===== src/rtl/axis_arb_rr.sv =====
// axis_arb_rr: NUM_SRC-input AXI-Stream packet arbiter with round-robin fairness.
// A grant is locked for a whole packet (through the tlast beat). Data path is a
// zero-latency combinational mux; each packet costs one arbitration bubble.
// Optional macro AXIS_ARB_TID_EN adds m_axis_tid (source index sideband).
module axis_arb_rr #(
  parameter  int NUM_SRC = 4,
  parameter  int DATA_W  = 8,
  localparam int IDX_W   = (NUM_SRC > 1) ? $clog2(NUM_SRC) : 1
) (
  input  logic                      aclk,
  input  logic                      aresetn,
  input  logic [NUM_SRC-1:0]        s_axis_tvalid,
  output logic [NUM_SRC-1:0]        s_axis_tready,
  input  logic [NUM_SRC*DATA_W-1:0] s_axis_tdata,
  input  logic [NUM_SRC-1:0]        s_axis_tlast,
  output logic                      m_axis_tvalid,
  input  logic                      m_axis_tready,
  output logic [DATA_W-1:0]         m_axis_tdata,
  output logic                      m_axis_tlast,
  output logic [IDX_W-1:0]          grant_idx,
  output logic                      busy,
  output logic [15:0]               pkt_cnt
`ifdef AXIS_ARB_TID_EN
  ,
  output logic [IDX_W-1:0]          m_axis_tid
`endif
);

  typedef enum logic {IDLE, BUSY} state_t;

  state_t           state_q, state_d;
  logic [IDX_W-1:0] grant_q, grant_d;
  logic [IDX_W-1:0] rr_q, rr_d;
  logic [15:0]      cnt_q, cnt_d;
  logic [IDX_W-1:0] pick, cand;
  logic             found;
  logic             last_hs;

  // Round-robin search: first requester after rr_q, wrapping modulo NUM_SRC
  always_comb begin
    found = 1'b0;
    pick  = '0;
    cand  = '0;
    for (int unsigned i = 1; i <= NUM_SRC; i++) begin
      cand = IDX_W'((32'(rr_q) + i) % NUM_SRC);
      if (!found && s_axis_tvalid[cand]) begin
        found = 1'b1;
        pick  = cand;
      end
    end
  end

  // Pass-through mux from the locked source; everything idles at zero otherwise
  always_comb begin
    s_axis_tready = '0;
    m_axis_tvalid = 1'b0;
    m_axis_tdata  = '0;
    m_axis_tlast  = 1'b0;
    if (state_q == BUSY) begin
      m_axis_tvalid          = s_axis_tvalid[grant_q];
      m_axis_tdata           = s_axis_tdata[grant_q*DATA_W +: DATA_W];
      m_axis_tlast           = s_axis_tlast[grant_q];
      s_axis_tready[grant_q] = m_axis_tready;
    end
  end

  assign last_hs = m_axis_tvalid & m_axis_tready & m_axis_tlast;

  // Next-state: lock on a request in IDLE, release after the tlast handshake
  always_comb begin
    state_d = state_q;
    grant_d = grant_q;
    rr_d    = rr_q;
    cnt_d   = cnt_q;
    case (state_q)
      IDLE: begin
        if (found) begin
          grant_d = pick;
          state_d = BUSY;
        end
      end
      BUSY: begin
        if (last_hs) begin
          state_d = IDLE;
          rr_d    = grant_q;
          cnt_d   = cnt_q + 16'd1;
        end
      end
      default: state_d = IDLE;
    endcase
  end

  // State registers with synchronous active-low reset; rr_q starts at the
  // last source so source 0 wins the first arbitration
  always_ff @(posedge aclk) begin
    if (!aresetn) begin
      state_q <= IDLE;
      grant_q <= '0;
      rr_q    <= IDX_W'(NUM_SRC - 1);
      cnt_q   <= '0;
    end else begin
      state_q <= state_d;
      grant_q <= grant_d;
      rr_q    <= rr_d;
      cnt_q   <= cnt_d;
    end
  end

  assign grant_idx = grant_q;
  assign busy      = (state_q == BUSY);
  assign pkt_cnt   = cnt_q;

`ifdef AXIS_ARB_TID_EN
  assign m_axis_tid = (state_q == BUSY) ? grant_q : '0;
`endif

endmodule


===== config.mk =====
export PLATFORM = sky130hd
export DESIGN_NAME = axis_arb_rr
export DESIGN_NICKNAME = d
export VERILOG_FILES = /design/src/rtl/axis_arb_rr.sv
export SDC_FILE = /design/constraint.sdc
export NUM_CORES = 1
export LEC_CHECK = 0
export CORE_MARGIN = 4
export CORE_UTILIZATION = 40
export CTS_CLUSTER_SIZE = 30
export DETAILED_ROUTE_END_ITERATION = 8
export PLACE_DENSITY = 0.79
export REMOVE_ABC_BUFFERS = 1
export SLEW_MARGIN = 20
export SYNTH_ARGS = -nofsm -noshare
export SYNTH_HDL_FRONTEND = slang
export SYNTH_SLANG_ARGS = --single-unit

===== constraint.sdc =====
create_clock -name aclk -period 2.05 [get_ports aclk]
set_input_delay 0.41 -clock aclk [delete_from_list [all_inputs] [get_ports aclk]]
set_output_delay 0.41 -clock aclk [all_outputs]
set_load 0.05 [all_outputs]

==> results of run 1 <==
==> critical path, cell delays in order <==
cell	delay, ps
clkdlybuf4s50_1	420
mux4_2	470
and2_4	180
buf_6	140
==> report_power, final <==
group	internal [mW]	leakage, nW	switching, mW
registers	0.417	0.171	0.0133
clock network	0.136	0.0255	0.144
logic	0.287	0.820	0.252
==> Yosys cell counts (all sizes together) (2+ instances only) <==
master / n / area share (%)
nand2b: 11 / 4.6
nand2: 14 / 3.5
mux4: 8 / 12
buf: 5 / 2.0
nand3: 15 / 5.0
inv: 4 / 1.0
o41ai: 2 / 1.2
and2: 10 / 4.2
or4: 4 / 2.0
nor2: 8 / 2.0
mux2i: 14 / 9.4
dfxtp: 21 / 28
nor4: 4 / 1.7
o21ai: 6 / 2.0
nor3: 3 / 1.0
o31ai: 4 / 2.0
o311ai: 2 / 1.2
a21oi: 10 / 3.4
nand4: 7 / 2.9
clkbuf: 7 / 1.8
==> cell families after synthesis <==
logic type | count (synthesis)
fa+ha+maj | 1
compound gates | 32
mux | 23
flops | 21
simple gates | 81
buf+inv | 16
==> state kept, by name, indices dropped and copies added, names as in the netlist <==
signal / cells
busy: 1
grant_idx: 2
pkt_cnt: 16
rr_q: 2
==> worst max-delay path by stage <==
stage	start	endpoint
after floorplan	grant_idx[0]	m_axis_tlast
after global placement	m_axis_tready	pkt_cnt[5]
after detailed placement	m_axis_tready	pkt_cnt[5]
after CTS	s_axis_tdata[1]	m_axis_tdata[1]
after global routing	grant_idx[0]	m_axis_tvalid
final	s_axis_tdata[21]	m_axis_tdata[5]
==> metrics by stage <==
| step | setup slack [ps] | hold WS, ps | power, mW | cells | instance area [um^2] |
|---|---|---|---|---|---|
| 5_1_grt | -18.1 | 520 | 1.31 | 311 | 2640 |
| 2_1_floorplan | -697 | 482 | 0.673 | 162 | 1430 |
| 3_5_place_dp | -85.7 | 467 | 0.912 | 304 | 2460 |
| 3_3_place_gp | -63.0 | 466 | 0.906 | 304 | 2460 |
| 6_report | 15.4 | 484 | 1.25 | 311 | 2640 |
| 4_1_cts | 0.766 | 488 | 1.19 | 309 | 2520 |
==> layout make-up <==
class | instances | share of cell area [%]
Clock buffer | 3 | 1.57
Clock inverter | 1 | 0.190
Inverter | 4 | 0.569
Multi-Input combinational cell | 137 | 39.2
Sequential cell | 21 | 16.1
Tap cell | 46 | 2.18
Timing Repair Buffer | 99 | 40.1
==> routing by layer <==
metal	up-vias	wire length [um]	share of wire, %	global-route usage [%]
met5	-	0	0	0
met4	0	54	1.0	5.86
met3	5	410	8.0	2.62
met2	90	2400	47	30.4
met1	792	2280	44	27.4
li1	845	-	-	-
==> repair_timing <==
item                                    in CTS  in global routing
endpoints found under the setup margin       9                  9
resized for setup                            2                 24
hold buffers                                 0                  0
gates cloned                                 0                  1
pin swaps                                    0                  4
setup buffers                                1                  1
==> run summary, run 1 <==
Status - finished, final reports clean
Most common cell after layout, fill and taps aside - clkdlybuf4s50_1
Residual DRC count - 0
Post-synthesis mux area share - 22.5%
RSZ-0062 raised after global routing - true
Die W - 69.0 um
MaxCap Viol Count - 0
Synth Instances - 174
Initial Util - 43.0%
Setup crit start kind - input port
Reg2Reg Launch Point - grant_idx[0]
Post-Synth XOR/XNOR Area - 0%
Share of layout cells above drive strength 1 - 26.0%
Worst-case reg-to-reg path depth - 6
Core area - 0.00347 mm^2
Global Route Usage Sum - 19.4%
IR drop worst, VDD - 414 uV
Register area - 425 um^2
Number of global-route vias before repair - 1555
Post-synthesis register bit count - 21
Iteration-0 DRC Markers - 76
WP data arrival - 1620 ps
Worst-path clk slew - 80 ps
Worst min-delay path category - reg2reg
CTS tree - done
Dominant synthesized flop cell - dfxtp_1
Post-DP HPWL - 3.61 mm
Pin count of the biggest net entering global routing - 17
Largest family of logic cells by synthesized area - simple AND/OR/NAND/NOR gates
Final Slew Violations - 0
Tmin final - 2030 ps
Routed len/inst - 16.5 um
Yosys warns - 0
Total Wirelength - 5.15 mm
Area of the multi-input gates - 0.00103 mm^2
Vias/cell - 5.57
Setup Skew - 4.30 ps
Hold EP - pkt_cnt[15]
EDFF count, synth - 0
TritonRoute pass-1 iters - 4
Synth Area in Compound Gates - 14.1%
Synthesized area - 0.00149 mm^2
Leakage power - 1.02 nW
Area growth from synthesis to layout - 77.0%
Final hold vios - 0
Setup CP Type - in2out
Final setup fails - 0
Worst-Skew Late Latency - 270 ps
Final Util - 76.0%
Setup total negative slack - 0 ps
Critical-path maximum fanout - 1
Most frequent cells in the layout - 56 x clkdlybuf4s50_1, 25 x buf_4, 19 x dfxtp_1
Hold Path Depth - 2
Total Die Area - 0.00477 mm^2
Gpl congestion - 0.827
Clock sink count - 21
Fin nets - 310
Synth unique cells - 37
Initial antenna violation count - 0
Core Rows - 21
I/O Buffers - 75
H-tree depth - 1
Worst slew pin tran - 519 ps
Ys async rst share - 0%
First-pass GRT wire length - 7.66 mm
Kind of end point of the critical path - output port
Grt ovf - 0
Vias - 1732
Post-route ant nets - 0
FF-to-FF End - pkt_cnt[0]
Max-slew headroom - 65.3%
Diode count - 0
CTS Buffer Depth - 2
CTS buffer count - 3
Critical Path RT - 1640 ps
Reg-to-reg setup timing slack - 230 ps
Root Driver - clkbuf_8
IO Pins - 76
Simple-gate share of the synthesized area - 29.6%
Hold path startpoint - pkt_cnt[15]
Synth Area in Adders - 0.840%
P per Cell Area - 473 mW/mm^2
Sequential share of the synthesized area - 28.2%
Filler cell count - 242
Synth Area per Inst - 8.56 um^2
Final Cycle Share - 99.3%
Die height - 69.0 um
Peak Freq - 0.491 GHz
No activity file was read; power rests on OpenSTA's default activity.
==> run 2: changes to the inputs <==
Settings changed: CORE_ASPECT_RATIO from default to 1.75, TNS_END_PERCENT from default to 20.
==> run 2 against run 1 <==
Core utilization fell by 5.2 points. Setup slack got worse by 4.3 ps. Register-to-register slack got worse by 60 ps. Count of clock-buffer cells in the layout rose by 1. Final cell count fell by 0.96%. Critical path depth did not move. Power fell by 3.4%. Clock skew fell by 2.7 ps. Sequential power barely moved.
==> run summary, run 2 (synthesis gave the netlist of run 1 again) <==
Status - finished, final reports clean
Setup crit start kind - input port
Worst-case reg-to-reg path depth - 6
Residual DRC count - 0
I/O Buffers - 75
Tmin final - 2040 ps
Worst slew pin tran - 509 ps
CTS buffer count - 3
Initial antenna violation count - 0
Share of layout cells above drive strength 1 - 25.2%
Reg2Reg Launch Point - grant_idx[0]
Fin nets - 307
Final Util - 70.9%
Final hold vios - 0
Critical-path maximum fanout - 1
TritonRoute pass-1 iters - 4
Routed len/inst - 15.9 um
CTS tree - done
Pwr Total - 1.21 mW
Leakage power - 0.991 nW
P per Cell Area - 469 mW/mm^2
Dpl cells - 301
Die W - 54.1 um
Number of global-route vias before repair - 1647
Global Route Usage Sum - 20.1%
Final std cells w/o fill - 308
Grt ovf - 0
Kind of end point of the critical path - output port
MaxCap Viol Count - 0
Final Slew Violations - 0
Die height - 88.7 um
Setup Skew - 1.57 ps
Largest stage delay on the critical path - 490 ps
WP data arrival - 1630 ps
Core area - 0.00363 mm^2
Hold Path Depth - 2
IO Pins - 76
Pin count of the biggest net entering global routing - 24
Final setup fails - 0
Critical Path RT - 1640 ps
Post-route ant nets - 0
Post-DP HPWL - 3.73 mm
CTS Buffer Depth - 2
Final Cycle Share - 99.5%
Worst-path clk slew - 70 ps
Peak Freq - 0.490 GHz
CP cell instances - clkdlybuf4s50_1, mux4_2, and2_4, buf_6
H-tree depth - 1
Vias - 1745
Clock sink count - 21
Most frequent cells in the layout - 54 x clkdlybuf4s50_1, 23 x buf_4, 19 x dfxtp_1
Root Driver - clkbuf_8
Hold path startpoint - pkt_cnt[15]
Crit-path slowest cell - mux4_2
IR drop worst, VDD - 516 uV
Vias/cell - 5.67
Initial Util - 41.1%
Largest register FFs - 16
Diode count - 0
Setup total negative slack - 0 ps
Worst min-delay path category - reg2reg
Iteration-0 DRC Markers - 50
First-pass GRT wire length - 7.33 mm
Crit. Startpoint - s_axis_tdata[28]
RSZ-0062 raised after global routing - true
Most common cell after layout, fill and taps aside - clkdlybuf4s50_1
Gpl congestion - 0.839
Total Wirelength - 4.91 mm
Setup CP Type - in2out
Core Rows - 29
Filler cell count - 280
Worst-Skew Late Latency - 260 ps
Area growth from synthesis to layout - 72.5%
Total Die Area - 0.00480 mm^2
Max-slew headroom - 66.0%
## run 2: final cells by class
type / instances / area (um^2) / share of cell area [%]
multi-input cells: 137 / 1030 / 40.1
clock buffers: 4 / 45.0 / 1.75
repair buffers: 96 / 998 / 38.8
inverters: 4 / 15.0 / 0.584
well taps: 46 / 57.6 / 2.24
flip-flops and latches: 21 / 423 / 16.4
## run 2: repair_timing
| action | 4_1_cts | 5_1_grt |
|---|---|---|
| hold buffers | 0 | 0 |
| endpoints found under the hold margin | 0 | 0 |
| gates cloned | 1 | 0 |
| pin swaps | 0 | 0 |
| resized for setup | 6 | 18 |
| setup endpoints to repair | 6 | 23 |
| setup buffers | 2 | 0 |
## run 2: power by group
group | leakage [nW] | total (mW) | switching, mW | internal (mW)
combinational | 0.797 | 0.506 | 0.244 | 0.262
clock | 0.0228 | 0.268 | 0.129 | 0.138
sequential | 0.171 | 0.432 | 0.0153 | 0.417
total | 0.991 | 1.21 | 0.389 | 0.817
## run 2: per-layer routing
metal | track usage, % | routed length (um) | vias up
li1 | - | - | 836
met1 | 20.4 | 1760 | 804
met2 | 36.9 | 2440 | 96
met3 | 5.56 | 618 | 9
met4 | 8.39 | 86 | 0
met5 | 0 | 0 | -
## run 2: path summary, 6_finish.rpt
kind | to | slack (ps)
min reg2reg | pkt_cnt[15] | 490
min | pkt_cnt[15] | 490
max | m_axis_tdata[4] | 10
max reg2reg | pkt_cnt[5] | 170
## run 2: stage by stage
step	hold slack (ps)	area, um^2	setup slack [ps]
finish	489	2570	11.0
global route	513	2570	-53.5
CTS	492	2510	7.14
detailed placement	475	2430	-235
global placement	459	2430	-192
floorplan	482	1430	-697
## run 2: worst max-delay path, delay by kind of cell
kind / cells / cell delay (ps)
multiplexers: 1 / 490
AND/OR/NAND/NOR: 1 / 180
buffers and inverters: 2 / 540
